===== config.mk =====
export PLATFORM = sky130hd
export DESIGN_NAME = tx_fsk_mod
export DESIGN_NICKNAME = d
export VERILOG_FILES = /design/src/rtl/tx_fsk_mod.sv
export SDC_FILE = /design/constraint.sdc
export NUM_CORES = 1
export LEC_CHECK = 0
export ABC_AREA = 1
export CORE_AREA = 2 2 153 155
export DETAILED_ROUTE_END_ITERATION = 12
export DIE_AREA = 0 0 155 157
export DONT_BUFFER_PORTS = 1
export GPL_ROUTABILITY_DRIVEN = 0
export PLACE_DENSITY_LB_ADDON = 0.2
export SLEW_MARGIN = 30
export SYNTH_ARGS = -nofsm -noshare
export SYNTH_HDL_FRONTEND = slang
export SYNTH_SLANG_ARGS = --single-unit

===== constraint.sdc =====
create_clock -name clk -period 5.2 [get_ports clk]
set_input_delay 1.3 -clock clk [delete_from_list [all_inputs] [get_ports clk]]
set_output_delay 1.3 -clock clk [all_outputs]
set_load 0.01 [all_outputs]

===== src/rtl/tx_fsk_mod.sv =====
// tx_fsk_mod: serial TX bitstream to DCO frequency control word.
// Slew-limited FSK about a channel centre, PA sequenced per packet.
module tx_fsk_mod #(
  parameter int FCW_W    = 16,
  parameter int CH_IDX_W = 6,
  parameter int SPB      = 16,
  parameter int DEV      = 250,
  parameter int STEP     = 50,
  parameter int HOLD     = 8
) (
  input  logic                clk,
  input  logic                rst_n,
  input  logic                en,
  input  logic [FCW_W-1:0]    base_fcw,
  input  logic [FCW_W-1:0]    ch_step,
  input  logic [CH_IDX_W-1:0] ch_idx,
  input  logic                tx,
  input  logic                tx_valid,
  output logic [FCW_W-1:0]    fcw,
  output logic                fcw_valid,
  output logic                pa_en,
  output logic                busy,
  output logic                restart_err
);
  localparam int BCW = (SPB > 1) ? $clog2(SPB) : 1;
  localparam int HCW = $clog2(HOLD + 1);
  localparam logic [FCW_W-1:0] DEV_W = FCW_W'(DEV);
  localparam logic [FCW_W-1:0] STEP_W = FCW_W'(STEP);
  localparam logic signed [FCW_W-1:0] STEP_S = FCW_W'(STEP);
  localparam logic [BCW-1:0] BC_LAST = BCW'(SPB - 1);
  localparam logic [HCW-1:0] HC_LAST = HCW'(HOLD - 1);

  typedef enum logic [1:0] {IDLE, MOD, DRAIN} state_t;

  state_t state, state_nxt;
  logic tv_d, rise, at_centre;
  logic tx_bit, bit_nxt;
  logic act_nxt, err_nxt;
  logic [BCW-1:0] bcnt, bcnt_nxt;
  logic [HCW-1:0] hcnt, hcnt_nxt;
  logic [FCW_W-1:0] centre, centre_nxt, centre_calc;
  logic [FCW_W-1:0] chan_off, fcw_nxt;
  logic [FCW_W-1:0] target, ramp;
  logic signed [FCW_W-1:0] diff;

  assign rise = tx_valid & ~tv_d;
  assign at_centre = (fcw == centre);
  assign chan_off = ch_step * FCW_W'(ch_idx);
  assign centre_calc = base_fcw + chan_off;

  always_ff @(posedge clk or negedge rst_n) begin
    if (!rst_n) begin
      state       <= IDLE;
      tv_d        <= 1'b0;
      tx_bit      <= 1'b0;
      bcnt        <= '0;
      hcnt        <= '0;
      centre      <= '0;
      fcw         <= '0;
      fcw_valid   <= 1'b0;
      pa_en       <= 1'b0;
      busy        <= 1'b0;
      restart_err <= 1'b0;
    end else begin
      state       <= state_nxt;
      tv_d        <= tx_valid;
      tx_bit      <= bit_nxt;
      bcnt        <= bcnt_nxt;
      hcnt        <= hcnt_nxt;
      centre      <= centre_nxt;
      fcw         <= fcw_nxt;
      fcw_valid   <= act_nxt;
      pa_en       <= act_nxt;
      busy        <= act_nxt;
      restart_err <= err_nxt;
    end
  end

  always_comb begin
    state_nxt = state;
    if (!en) begin
      state_nxt = IDLE;
    end else begin
      unique case (state)
        IDLE:  if (rise) state_nxt = MOD;
        MOD:   if (!tx_valid) state_nxt = DRAIN;
        DRAIN: if (at_centre && hcnt == HC_LAST)
                 state_nxt = IDLE;
        default: state_nxt = IDLE;
      endcase
    end
  end

  always_comb begin
    target = centre;
    if (state == MOD)
      target = tx_bit ? centre + DEV_W : centre - DEV_W;
    // signed modulo distance keeps the ramp short across FCW wrap
    diff = target - fcw;
    if (diff > STEP_S)       ramp = fcw + STEP_W;
    else if (diff < -STEP_S) ramp = fcw - STEP_W;
    else                     ramp = target;

    centre_nxt = centre;
    bit_nxt    = tx_bit;
    bcnt_nxt   = bcnt;
    hcnt_nxt   = hcnt;
    fcw_nxt    = fcw;
    act_nxt    = (state_nxt != IDLE);
    err_nxt    = en & rise & (state != IDLE);

    if (!act_nxt) begin
      fcw_nxt = '0;
    end else begin
      unique case (state)
        IDLE: begin
          centre_nxt = centre_calc;
          fcw_nxt    = centre_calc;
          bit_nxt    = tx;
          bcnt_nxt   = BCW'(1);
          hcnt_nxt   = '0;
        end
        MOD: begin
          fcw_nxt  = ramp;
          hcnt_nxt = '0;
          if (bcnt == '0) bit_nxt = tx;
          bcnt_nxt = (bcnt == BC_LAST) ? '0
                                       : bcnt + BCW'(1);
        end
        DRAIN: begin
          if (at_centre) begin
            hcnt_nxt = hcnt + HCW'(1);
          end else begin
            fcw_nxt  = ramp;
            hcnt_nxt = '0;
          end
        end
        default: fcw_nxt = '0;
      endcase
    end
  end
endmodule


* Word level (Yosys, flattened, before mapping)
Cells that the tools add are included.
** Storage, ports and cells
- Output and inout bits :: 20
- Word-level logic and storage cells :: 61
- Input port bits :: 43
- Register bits :: 46
** Operators by class
- Bitwise operators :: 4
- Muxes and demuxes :: 18
- Reduce and logical (&&, ||, !) cells :: 12
- $lt $le $gt $ge :: 2
- $mul :: 1
- Equality and inequality tests :: 7
- $add $sub $neg :: 8
** Operator list (number)
- $mux W16 :: 6
- $pmux W16 S3 :: 1
- $add A16 B16 Y16 :: 1
- $add A16 B6 Y16 const B :: 1
- $add A16 B8 Y16 const B :: 1
- $eq A16 B16 Y1 :: 1
- $gt A16 B7 Y1 const B :: 1
- $lt A16 B7 Y1 const B :: 1
- $mul A16 B6 Y16 :: 1
- $pmux W4 S2 :: 2
- $sub A16 B16 Y16 :: 1
- $sub A16 B6 Y16 const B :: 1
- $sub A16 B8 Y16 const B :: 1
- $add A4 B1 Y4 const B :: 2
- $mux W2 :: 4
- $mux W4 :: 2
- $reduce_bool A2 Y1 :: 4
- $pmux W2 S3 :: 1
- $reduce_and A2 Y1 :: 3
- $eq A4 B3 Y1 const B :: 1
- $eq A4 B4 Y1 const B :: 1
- $logic_not A4 Y1 :: 1
- $and A1 B1 Y1 :: 3
- $ne A3 B3 Y1 const B :: 1
- other kinds (10) :: 10

* Logic depth before layout (Yosys ltp)
- Depth in word-level cells :: 10
- Mapped depth :: 35
- Depth with buffers taken out :: 34

* Worst setup path after synthesis
OpenSTA, ideal clock, no wires.
- Kind :: input -> register
- Start point :: input ch_idx[0]
- End point :: register fcw[14]
- Stages on the path :: 23
- Slack :: -0.330 ns
- Buffers on the path :: 2
- Arrival time :: 5.413 ns
- Cell sequence :: clkbuf_1 clkbuf_1 nand2_1 inv_1 fa_1 inv_1 fa_1 fa_1 inv_1 fa_1 ha_1 a21oi_1 o211ai_1 a21boi_0 o21ai_0 nand2_1 nand2_1 a21oi_1 nand2_1 nand3_1 nand2_1 nand2_1 nand2_1
** On the way
- Longest elaborated chain between the ends :: 4
** Ends and longest elaborated chain
- start: declaration :: line 16 : input logic [CH_IDX_W-1:0] ch_idx,
- $mul A16 B6 Y16 :: line 48 : assign chan_off = ch_step * FCW_W'(ch_idx);
- $add A16 B16 Y16 :: line 49 : assign centre_calc = base_fcw + chan_off;
- $pmux W16 S3 :: line 115 : unique case (state)
- $mux W16 :: line 112 : if (!act_nxt) begin
- end signal: assignment :: line 71 : fcw <= fcw_nxt;
- end: declaration :: line 19 : output logic [FCW_W-1:0] fcw,
No other way between the ends.
A chain may end at the register's enable or synchronous reset.

* Final worst setup path
- Start point :: input ch_idx[5]
- End point :: register centre[12]
** On the way
- Longest elaborated chain between the ends :: 2
** Ends and longest elaborated chain
- $mul A16 B6 Y16 :: line 48
- $add A16 B16 Y16 :: line 49
- end signal: assignment :: line 70 : centre <= centre_nxt;
- end: declaration :: line 41 : logic [FCW_W-1:0] centre, centre_nxt, centre_calc;
No other way between the ends.

==> metrics.csv <==
stage;metric;value;unit
run_status;result of the run;complete, no violations;
placement;Port Buf Inserts;0;
clocking;clock sink count;46;
cells_and_area;layout cells sized above 1;0.05263;
detailed_routing;vias;7107;
worst_setup_path;slowest CP cell;fa_1;
clocking;CTS tree;done;
worst_setup_path;kind of critical path;primary input to flop;
global_route;GRT Resource Usage Total;0.1908;
yosys;mean post-synth cell area;6.589;um^2
yosys;Post-synth ARST share;1.000;
detailed_routing;final WL;22150;um
detailed_routing;DRT iter0 DRCs;489;
yosys;Yosys warnings;0;
cells_and_area;Antenna Cells;0;
floorplan;core box area;22500;um^2
flow_run;Max-Cap Viols;0;
yosys;Synth cell types;43;
clocking;H-Tree Depth;2;
sta;final period utilization;0.9373;
cells_and_area;most frequent cells in the layout;385 x nand2_1, 219 x inv_1, 84 x nand3_1;
power;VDD IR-drop max;0.3335;mV
worst_setup_path;Critical Path AT;5.09;ns
clocking;# hold bufs at CTS;0;
floorplan;io pins;63;
cells_and_area;commonest non-fill, non-tap cell in the layout;nand2_1;
sta;Pins Over Slew Limit;0;
yosys;Most used DFF post-synth;dfrtp_1;
detailed_routing;Vias/cell;4.858;
placement;Cell Area, Placed;8168;um^2
sta;unrepaired setup endpoints after global routing;no;
global_route;largest net degree at the start of global routing;47;
worst_setup_path;endpoint class of the critical path;flop;
global_route;initial antenna violation count;0;
yosys;Post-Syn Instances;1182;
detailed_routing;DRC;0;
sta;crit path time final;4.874;ns
detailed_routing;post-route ant nets;0;
yosys;EDFF count, synth;0;
placement;DPL Wire Length;18280;um
detailed_routing;Routed wire per std cell;15.14;um
clocking;clock latency at the later pin of the worst-skew pair;0.30;ns
worst_setup_path;WP buf/inv;5;
yosys;flops & latches, synth;46;
floorplan;Die Y;157;um
floorplan;Die X;155;um
clocking;Root Buffer Master;clkbuf_16;
global_route;vias in the first global route;7125;
worst_setup_path;slowest stage delay, CP;0.54;ns
worst_hold_path;Hold WC Path Type;flop to flop;
cells_and_area;Layout area overhead;7.084;%
worst_setup_path;Critical Path Source Type;primary input;
global_route;grt ovf;0;
worst_setup_path;CP max FO;11;
worst_setup_path;Critical Path, Cell by Cell;nand2_1 -> inv_1 -> fa_1 -> inv_1 -> fa_1 -> fa_1 -> inv_1 -> fa_1 -> ha_4 -> nand2_1 -> nor2_1 -> nand2_1 -> o211ai_1 -> a21boi_2 -> o21ai_1 -> buf_4 -> xor2_1 -> buf_4 -> nand2_1 -> o21ai_0;
sta;Final setup viols;0;
sta;Post-Route Setup TNS;0;ns
worst_setup_path;Largest delay share family, worst path;adder cells;
global_route;first-pass GRT wire length;37040;um
clocking;clk slew on worst S/H paths;0.06;ns
worst_setup_path;CP Data Required Time;5.42;ns
power;power per cell area;743.0;nW/um^2
cells_and_area;Register Area;1152;um^2
yosys;Post-Syn Nets;1344;
cells_and_area;footprint of the multi-input gates;5672;um^2
cells_and_area;Finished Cell Area;8341;um^2
sta;Fmax achieved;0.2052;GHz
power;P_leak;4.595;nW
yosys;Mapped Area;7789;um^2
detailed_routing;number of iterations in the first detailed-routing pass;7;
yosys;Seq/Total Area, Yosys;0.1478;
floorplan;Row Count;55;
clocking;clk buf depth;2;
sta;Worst slew margin;0.4303;
floorplan;DIE AREA;24340;um^2
floorplan;initial core utilization;0.3461;
clocking;CTS Buf Count;5;
sta;Tightest Pin Transition;0.8518;ns
sta;Hold Vio Cnt, Final;0;
cells_and_area;final net count;1340;
cells_and_area;# fillers;2438;
sta;final setup skew;0.003877;ns
==> worst register-to-register path, delay by kind of cell, from the launching register on <==
| kind | cells | cell delay [ns] |
|---|---|---|
| and+or+nand+nor | 17 | 1.74 |
| xor gates and xnor gates | 1 | 0.08 |
| AOI/OAI and AO/OA | 3 | 0.76 |
| buffers and inverters | 5 | 0.69 |
| DFF | 1 | 0.47 |
| adders and majority gates | 2 | 0.77 |
==> kinds of logic after synthesis <==
logic type	synth area share
and+or+nand+nor	0.3171
DFF	0.1478
AOI/OAI and AO/OA	0.08578
adders and majority gates	0.2480
buffers and inverters	0.1304
xor gates and xnor gates	0.07084
==> report_power, final <==
| part | leakage (nW) | switching [W] | internal, W |
|---|---|---|---|
| clock | 0.0629 | 0.000144 | 0.000176 |
| sequential | 0.596 | 0.000252 | 0.000479 |
| combinational | 3.94 | 0.00316 | 0.00198 |
| total | 4.59 | 0.00356 | 0.00264 |
==> per-stage QoR <==
| step | cells | hold slack (ns) | utilization | power (W) | setup slack, ns |
|---|---|---|---|---|---|
| 2_1_floorplan | 1182 | 0.4796 | - | 0.004563 | -0.01088 |
| 3_3_place_gp | 1453 | 0.5019 | 0.3630 | 0.005839 | -0.03098 |
| 3_5_place_dp | 1453 | 0.5030 | 0.3630 | 0.005855 | -0.05912 |
| 4_1_cts | 1460 | 0.5163 | 0.3690 | 0.006208 | 0.2386 |
| 5_1_grt | 1463 | 0.5415 | 0.3706 | 0.007038 | 0.01481 |
| 6_report | 1463 | 0.5242 | 0.3706 | 0.006197 | 0.3261 |
==> routing by layer <==
| layer | global-route usage | up-vias | routed length [um] |
|---|---|---|---|
| met5 | 0 | - | 0 |
| met4 | 0.03792 | 0 | 359 |
| met3 | 0.03855 | 22 | 1251 |
| met2 | 0.3242 | 157 | 10220 |
| met1 | 0.2526 | 3294 | 10320 |
| li1 | - | 3634 | - |
==> area by class of cell <==
class,count,share of cell area
clock buffers,6,0.01545
clock inverters,1,0.0009001
inverters,225,0.1020
multi-input cells,877,0.6800
flip-flops and latches,46,0.1382
well taps,285,0.04275
repair buffers,23,0.02070
==> timing repair <==
| item | in CTS | in global routing |
|---|---|---|
| endpoints found under the setup margin | 0 | 16 |
| resized for setup | 0 | 3 |
| setup buffers | 0 | 3 |
==> cells in the mapped netlist (6+ instances only) <==
master / number / share of area
nand2_1: 385 / 0.19
inv_1: 220 / 0.11
nand3_1: 84 / 0.054
ha_1: 60 / 0.096
fa_1: 59 / 0.15
nor2_1: 55 / 0.027
dfrtp_1: 46 / 0.15
a21oi_1: 41 / 0.026
xor2_1: 41 / 0.046
o21ai_0: 33 / 0.021
xnor2_1: 22 / 0.025
nand3b_1: 17 / 0.016
buf_2: 14 / 0.0090
clkbuf_1: 14 / 0.0067
nand4_1: 9 / 0.0072
nor3_1: 8 / 0.0051
nand2_2: 7 / 0.0056
o21ai_1: 7 / 0.0045
o22ai_1: 7 / 0.0056
o21a_1: 6 / 0.0058
==> path summary, 6_finish.rpt <==
kind                           start          end  slack (ns)  depth (start not counted)
setup / recovery           ch_idx[5]   centre[12]        0.33                         20
hold / removal                  tv_d  restart_err        0.52                          3
setup reg to reg              tx_bit       fcw[8]        0.57                         28
hold reg to reg                 tv_d  restart_err        0.52                          3
max in group asynchronous      rst_n         tv_d        4.40                          0
min in group asynchronous      rst_n       fcw[5]        0.69                          0
==> sequential cells by signal, indices dropped and copies added, names as in the netlist <==
| register | cells |
|---|---|
| centre | 16 |
| busy | 1 |
| bcnt | 4 |
| fcw | 16 |
| restart_err | 1 |
| state | 2 |
| hcnt | 4 |
| tv_d | 1 |
| tx_bit | 1 |
No activity file was read; power rests on OpenSTA's default activity.
